File: src/rtl/vend_pkg.sv
// Shared coin encoding, coin values and dispenser FSM states for the vending
// machine's credit and payout sides.
package vend_pkg;

    typedef enum logic [1:0] {
        NONE    = 2'b00,
        NICKEL  = 2'b01,
        DIME    = 2'b10,
        QUARTER = 2'b11
    } coin_e;

    // Coin values in nickel units.
    localparam int unsigned VAL_NICKEL  = 1;
    localparam int unsigned VAL_DIME    = 2;
    localparam int unsigned VAL_QUARTER = 5;

    typedef enum logic [2:0] {
        IDLE,
        CHECK,
        SELECT,
        REQ,
        RELEASE,
        DONE
    } state_e;

endpackage

File: src/rtl/vend_change_dispenser_if.sv
// Dispenser-side bundle: start/credit from the credit FSM, coin hopper
// handshake, and vend/status outputs.
interface vend_change_dispenser_if #(
    parameter int CREDIT_W = 4
);
    logic                start;
    logic [CREDIT_W-1:0] credit;
    logic [2:0]          hopper_empty;
    logic                coin_ack;
    logic                coin_req;
    logic [1:0]          coin_type;
    logic                vend;
    logic                busy;
    logic                done;
    logic                insufficient;
    logic                short_change;

    modport master (
        output start, credit, hopper_empty, coin_ack,
        input  coin_req, coin_type, vend, busy, done, insufficient, short_change
    );

    modport slave (
        input  start, credit, hopper_empty, coin_ack,
        output coin_req, coin_type, vend, busy, done, insufficient, short_change
    );
endinterface

File: src/rtl/vend_change_dispenser_coin_select.sv
// Largest-fit coin picker: quarter, then dime, then nickel, skipping any coin
// whose hopper is empty or whose value exceeds what is still owed.
module coin_select
    import vend_pkg::*;
#(
    parameter int CREDIT_W = 4
) (
    input  logic [CREDIT_W-1:0] remain_i,
    input  logic [2:0]          hopper_empty_i,
    output coin_e               coin_o,
    output logic [CREDIT_W-1:0] value_o
);
    localparam logic [CREDIT_W-1:0] V_Q = CREDIT_W'(VAL_QUARTER);
    localparam logic [CREDIT_W-1:0] V_D = CREDIT_W'(VAL_DIME);
    localparam logic [CREDIT_W-1:0] V_N = CREDIT_W'(VAL_NICKEL);

    always_comb begin
        coin_o  = NONE;
        value_o = '0;
        if (!hopper_empty_i[2] && remain_i >= V_Q) begin
            coin_o  = QUARTER;
            value_o = V_Q;
        end else if (!hopper_empty_i[1] && remain_i >= V_D) begin
            coin_o  = DIME;
            value_o = V_D;
        end else if (!hopper_empty_i[0] && remain_i >= V_N) begin
            coin_o  = NICKEL;
            value_o = V_N;
        end
    end
endmodule

File: src/rtl/vend_change_dispenser.sv
// Vend/payout controller: checks latched credit against the price, pulses vend,
// then pays change or a full refund one coin at a time over a four-phase hopper handshake.
module vend_change_dispenser
    import vend_pkg::*;
#(
    parameter int CREDIT_W = 4,
    parameter int PRICE    = 5
) (
    input logic                    clk,
    input logic                    reset_n,
    vend_change_dispenser_if.slave bus
);
    localparam logic [CREDIT_W-1:0] PRICE_W = CREDIT_W'(PRICE);

    state_e              state_q, state_d;
    logic [CREDIT_W-1:0] remain_q, remain_d;
    logic [CREDIT_W-1:0] val_q, val_d;
    coin_e               coin_q, coin_d;
    logic                vend_q, vend_d;
    logic                busy_q, busy_d;
    logic                done_q, done_d;
    logic                req_q, req_d;
    logic                insuf_q, insuf_d;
    logic                short_q, short_d;

    coin_e               sel_coin;
    logic [CREDIT_W-1:0] sel_val;

    coin_select #(.CREDIT_W(CREDIT_W)) u_coin_select (
        .remain_i       (remain_q),
        .hopper_empty_i (bus.hopper_empty),
        .coin_o         (sel_coin),
        .value_o        (sel_val)
    );

    always_comb begin
        state_d  = state_q;
        remain_d = remain_q;
        val_d    = val_q;
        coin_d   = coin_q;
        insuf_d  = insuf_q;
        short_d  = short_q;
        vend_d   = 1'b0;
        unique case (state_q)
            IDLE: if (bus.start) begin
                remain_d = bus.credit;
                insuf_d  = 1'b0;
                short_d  = 1'b0;
                // vend is registered, so decide it here to have it high during CHECK
                vend_d   = (bus.credit >= PRICE_W);
                state_d  = CHECK;
            end
            CHECK: begin
                if (remain_q >= PRICE_W) remain_d = remain_q - PRICE_W;
                else                     insuf_d  = 1'b1;
                state_d = SELECT;
            end
            SELECT: begin
                if (remain_q == '0) begin
                    state_d = DONE;
                end else if (sel_coin != NONE) begin
                    coin_d  = sel_coin;
                    val_d   = sel_val;
                    state_d = REQ;
                end else begin
                    short_d = 1'b1;
                    state_d = DONE;
                end
            end
            REQ: if (bus.coin_ack) begin
                remain_d = remain_q - val_q;
                coin_d   = NONE;
                state_d  = RELEASE;
            end
            RELEASE: if (!bus.coin_ack) state_d = SELECT;
            DONE:    state_d = IDLE;
            default: state_d = IDLE;
        endcase
        done_d = (state_d == DONE);
        busy_d = (state_d != IDLE);
        req_d  = (state_d == REQ);
    end

    always_ff @(posedge clk or negedge reset_n) begin
        if (!reset_n) begin
            state_q  <= IDLE;
            remain_q <= '0;
            val_q    <= '0;
            coin_q   <= NONE;
            vend_q   <= 1'b0;
            busy_q   <= 1'b0;
            done_q   <= 1'b0;
            req_q    <= 1'b0;
            insuf_q  <= 1'b0;
            short_q  <= 1'b0;
        end else begin
            state_q  <= state_d;
            remain_q <= remain_d;
            val_q    <= val_d;
            coin_q   <= coin_d;
            vend_q   <= vend_d;
            busy_q   <= busy_d;
            done_q   <= done_d;
            req_q    <= req_d;
            insuf_q  <= insuf_d;
            short_q  <= short_d;
        end
    end

    assign bus.coin_req     = req_q;
    assign bus.coin_type    = coin_q;
    assign bus.vend         = vend_q;
    assign bus.busy         = busy_q;
    assign bus.done         = done_q;
    assign bus.insufficient = insuf_q;
    assign bus.short_change = short_q;
endmodule

File: src/flat_wrapper.sv
// flat-port wrapper written by rule: the top's interface ports become plain ports
module vend_change_dispenser_flat import vend_pkg::*;
#(
    parameter int CREDIT_W = 4,
    parameter int PRICE    = 5
)
  (clk, reset_n, bus_start, bus_credit, bus_hopper_empty, bus_coin_ack, bus_coin_req, bus_coin_type, bus_vend, bus_busy, bus_done, bus_insufficient, bus_short_change);
  vend_change_dispenser_if #(.CREDIT_W(CREDIT_W)) bus_i ();
  input logic clk;
  input logic reset_n;
  input wire logic [$bits(bus_i.start)-1:0] bus_start;
  input wire logic [$bits(bus_i.credit)-1:0] bus_credit;
  input wire logic [$bits(bus_i.hopper_empty)-1:0] bus_hopper_empty;
  input wire logic [$bits(bus_i.coin_ack)-1:0] bus_coin_ack;
  output wire logic [$bits(bus_i.coin_req)-1:0] bus_coin_req;
  output wire logic [$bits(bus_i.coin_type)-1:0] bus_coin_type;
  output wire logic [$bits(bus_i.vend)-1:0] bus_vend;
  output wire logic [$bits(bus_i.busy)-1:0] bus_busy;
  output wire logic [$bits(bus_i.done)-1:0] bus_done;
  output wire logic [$bits(bus_i.insufficient)-1:0] bus_insufficient;
  output wire logic [$bits(bus_i.short_change)-1:0] bus_short_change;
  assign bus_i.start = bus_start;
  assign bus_i.credit = bus_credit;
  assign bus_i.hopper_empty = bus_hopper_empty;
  assign bus_i.coin_ack = bus_coin_ack;
  assign bus_coin_req = bus_i.coin_req;
  assign bus_coin_type = bus_i.coin_type;
  assign bus_vend = bus_i.vend;
  assign bus_busy = bus_i.busy;
  assign bus_done = bus_i.done;
  assign bus_insufficient = bus_i.insufficient;
  assign bus_short_change = bus_i.short_change;
  vend_change_dispenser #(.CREDIT_W(CREDIT_W), .PRICE(PRICE)) u_core (.clk(clk), .reset_n(reset_n), .bus(bus_i));
endmodule
File: config.mk
export PLATFORM = sky130hd
export DESIGN_NAME = vend_change_dispenser_flat
export DESIGN_NICKNAME = d
export VERILOG_FILES = /design/src/rtl/vend_pkg.sv /design/src/rtl/vend_change_dispenser_if.sv /design/src/rtl/vend_change_dispenser_coin_select.sv /design/src/rtl/vend_change_dispenser.sv /design/src/flat_wrapper.sv
export SDC_FILE = /design/constraint.sdc
export NUM_CORES = 1
export LEC_CHECK = 0
export ABC_AREA = 1
export BUFFER_PORTS_ARGS = -buffer_cell sky130_fd_sc_hd__buf_4
export CORE_MARGIN = 3
export CORE_UTILIZATION = 55
export DETAILED_ROUTE_END_ITERATION = 10
export HOLD_SLACK_MARGIN = 0.06
export PLACE_DENSITY = 0.78
export REMOVE_ABC_BUFFERS = 1
export SLEW_MARGIN = 20
export SYNTH_ARGS = -nofsm -noshare
export SYNTH_HDL_FRONTEND = slang
export SYNTH_SLANG_ARGS = --single-unit
File: constraint.sdc
create_clock -name clk -period 1.92 [get_ports clk]
set_clock_uncertainty 0.15 [all_clocks]
set_input_delay 0.384 -clock clk [delete_from_list [all_inputs] [get_ports clk]]
set_output_delay 0.384 -clock clk [all_outputs]
set_load 0.05 [all_outputs]
==> metrics <==
synthesized area 1170 sq um; initial antenna violation count 0; CTS buffer count 3; Total Routing Usage GR 21.7%; clock-pin transition on the worst setup and hold timing paths 100 ps; critical path's top delay family simple AND/OR/NAND/NOR gates; ys flop type dfrtp_1; Max Fanout on Critical Path 7; Mapped Cells between 100 and 150; CP Data Required Time 1970 ps; synth unique cells 27; Synth Area per Inst 8.04 sq um; Via Count 995; Most common cell on crit path nand2_1; via/cell ratio 5.08; Starting Density 58.8%; Layout Cells excl Fill 196; worst path bufs/invs 2; Critical Path, Cell by Cell buf_4 -> ha_1 -> nor2_1 -> nand2_1 -> nand2_1 -> nand3_4 -> nand3_4 -> inv_1 -> nand2_1 -> nand2_1; CP max stage delay 400 ps; Tmin final about 1700 ps; final wirelength 2450 um; outcome finished, final reports clean; Initial DRC Count 20; worst-margin pin slew 397 ps; CORE AREA just under 2000 sq um; Reg2Reg Depth 10; Yosys top cell by area dfrtp_1; R2R setup slack approximately 180 ps; upper clock frequency limit 574 MHz; CP max stage cell dfrtp_1; Critical Path AT 1790 ps; drt pass-1 iters 4; final hold slack 176 ps; fillcell total 153; Area growth syn-to-layout 19.6%; fin crit share between 90% and 100%; CTS tree yes; DRC violations left 0; Setup CP Type reg -> reg; Setup crit start kind register; Row Count 16; number of synthesized flops with an enable pin 0; Port Buf Inserts 18; WL/cell 12.5 um; post-DP HPWL 1940 um; leakage power 0.758 nW; ratio of cells with drive above 1 in the final layout 32.0%; vias in the first global route 1020; hold_sp bus_coin_ack; reg2reg end u_core.bus.coin_type[0]; Worst-Skew Late Latency 290 ps; ys async rst share 100%; RSZ-0062 raised after global routing no; final setup violating endpoints 0; Slew HR between 70% and 80%; flops & latches, synth 18; first-pass GRT wire length around 4400 um; grt ovf 0; post-synth top area share 38.6%; Fin Setup TNS 0 ps; placed cells 192; Worst path depth 10; largest net degree at the start of global routing 19; Longest Clk Path Bufs 2; Final nets between 150 and 200; gpl congestion between 0.9 and 1; CTS root buffer clkbuf_4; Worst R2R Start u_core.remain_q[1]; clock sink count 18; Peak VDD IR 1170 uV; Max Transition Viols Final 0; worst setup path end u_core.bus.coin_type[0]; H-tree depth 1; max-cap violation count 0; largest cells by area after synthesis dfrtp_1 (39%), nand2_1 (13%), ha_1 (6.4%); antenna-violating nets left 0; Hold/Removal Path Class in -> reg; # IOs 19; Worst Setup End Kind register; launch point of the worst path u_core.remain_q[1]; Syn. warnings 0; die area 2710 sq um; die height 52.0 um; Fin. Hold Viols 0; Antenna diodes 0; sequential fraction of the synthesis area 38.6%; Die X 52.0 um; PwrDens 1820 nW/um^2
Yosys cell counts (all sizes together), types with 2 or more instances:
cell,instances
nand2,46
inv,27
dfrtp,18
nand3,12
o21ai,10
nor2,8
a21oi,7
ha,6
nand4,2
nor3,2
power breakdown:
group | total (W) | leakage [nW] | internal, W | switching [W]
Clock | 0.000189 | 0.0138 | 0.0000730 | 0.000116
Sequential | 0.000681 | 0.228 | 0.000544 | 0.000138
Combinational | 0.00167 | 0.516 | 0.000593 | 0.00108
Total | 0.00254 | 0.758 | 0.00121 | 0.00133
worst reg2reg max path: stages (launching register included):
cell and delay (ps):
dfrtp_1 400, buf_4 160, ha_1 180, nor2_1 90
nand2_1 60, nand2_1 150, nand3_4 130, nand3_4 130
inv_1 70, nand2_1 70, nand2_1 60
what timing repair did:
action	4_1_cts	5_1_grt
gates resized for setup	0	4
endpoints found under the setup margin	0	8
setup buffers	0	0
hold buffers	1	0
hold endpoints to repair	18	0
worst min path at each step:
stage,depth (start not counted),slack (ps),end
global route,3,170,u_core.state_q[2]
CTS,3,170,u_core.state_q[2]
floorplan,0,-60,u_core.bus.busy
finish,3,180,u_core.state_q[2]
global placement,1,120,u_core.bus.vend
detailed placement,1,120,u_core.bus.vend
registers in the layout, indices dropped and copies added, names as in the netlist:
signal                   count
u_core.remain_q              4
u_core.state_q               3
u_core.val_q                 3
u_core.bus.coin_type         2
u_core.bus.busy              1
u_core.bus.coin_req          1
u_core.bus.done              1
u_core.bus.insufficient      1
u_core.bus.short_change      1
u_core.bus.vend              1
final cells by class:
type | count | area, sq um | share of cell area [%]
Sequential cell | 18 | 450 | 32.3
Tap cell | 27 | 33.8 | 2.42
Multi-Input combinational cell | 100 | 627 | 44.9
Clock buffer | 3 | 22.5 | 1.61
Inverter | 27 | 101 | 7.26
Timing Repair Buffer | 21 | 160 | 11.5
kinds of logic (layout without fill, tap and decap cells):
family | after synthesis | in the layout | share of synthesized area, %
adder cells (fa/ha/maj) | 7 | 7 | 8.15
AO/OA/AOI/OAI | 19 | 19 | 9.66
buffers and inverters | 27 | 51 | 8.69
flip-flops | 18 | 18 | 38.6
AND/OR/NAND/NOR | 73 | 73 | 34.1
XOR/XNOR | 1 | 1 | 0.751
placed cells by master, fill, tap and decap left out, types with 2 or more instances in the layout:
cell type | synthesis | final
a21oi_1 | 5 | 5
a21oi_2 | 2 | 2
buf_4 | 0 | 20
clkbuf_4 | 0 | 3
dfrtp_1 | 18 | 18
ha_1 | 6 | 5
inv_1 | 18 | 16
inv_2 | 9 | 11
nand2_1 | 39 | 39
nand2_2 | 4 | 4
nand2_4 | 3 | 3
nand3_1 | 7 | 7
nand3_2 | 3 | 3
nand3_4 | 2 | 2
nor2_1 | 6 | 6
nor2_2 | 2 | 2
nor3_1 | 2 | 2
o21ai_0 | 6 | 6
o21ai_1 | 3 | 3
metal layers:
metal  wire length, um  GRT usage [%]  part of all wire [%]  vias to the layer above
met2              1150           35.4                    47                       36
met3               107           3.44                   4.4                        3
li1                  -              -                     -                      512
met1              1170           29.4                    48                      444
met4                21           6.55                  0.86                        0
met5                 0              0                     0                        -
stage by stage:
| step | worst slack, ps | util (%) | area [sq um] | power (W) |
|---|---|---|---|---|
| 6_report | 178 | 70.4 | 1400 | 0.00254 |
| 5_1_grt | 30.7 | 70.4 | 1400 | 0.00280 |
| 4_1_cts | 67.0 | 69.8 | 1380 | 0.00252 |
| 3_5_place_dp | 84.9 | 68.1 | 1350 | 0.00232 |
| 3_3_place_gp | 126 | 68.1 | 1350 | 0.00229 |
| 2_1_floorplan | 237 | - | 1170 | 0.00191 |
(Power assumes the default switching activity.)
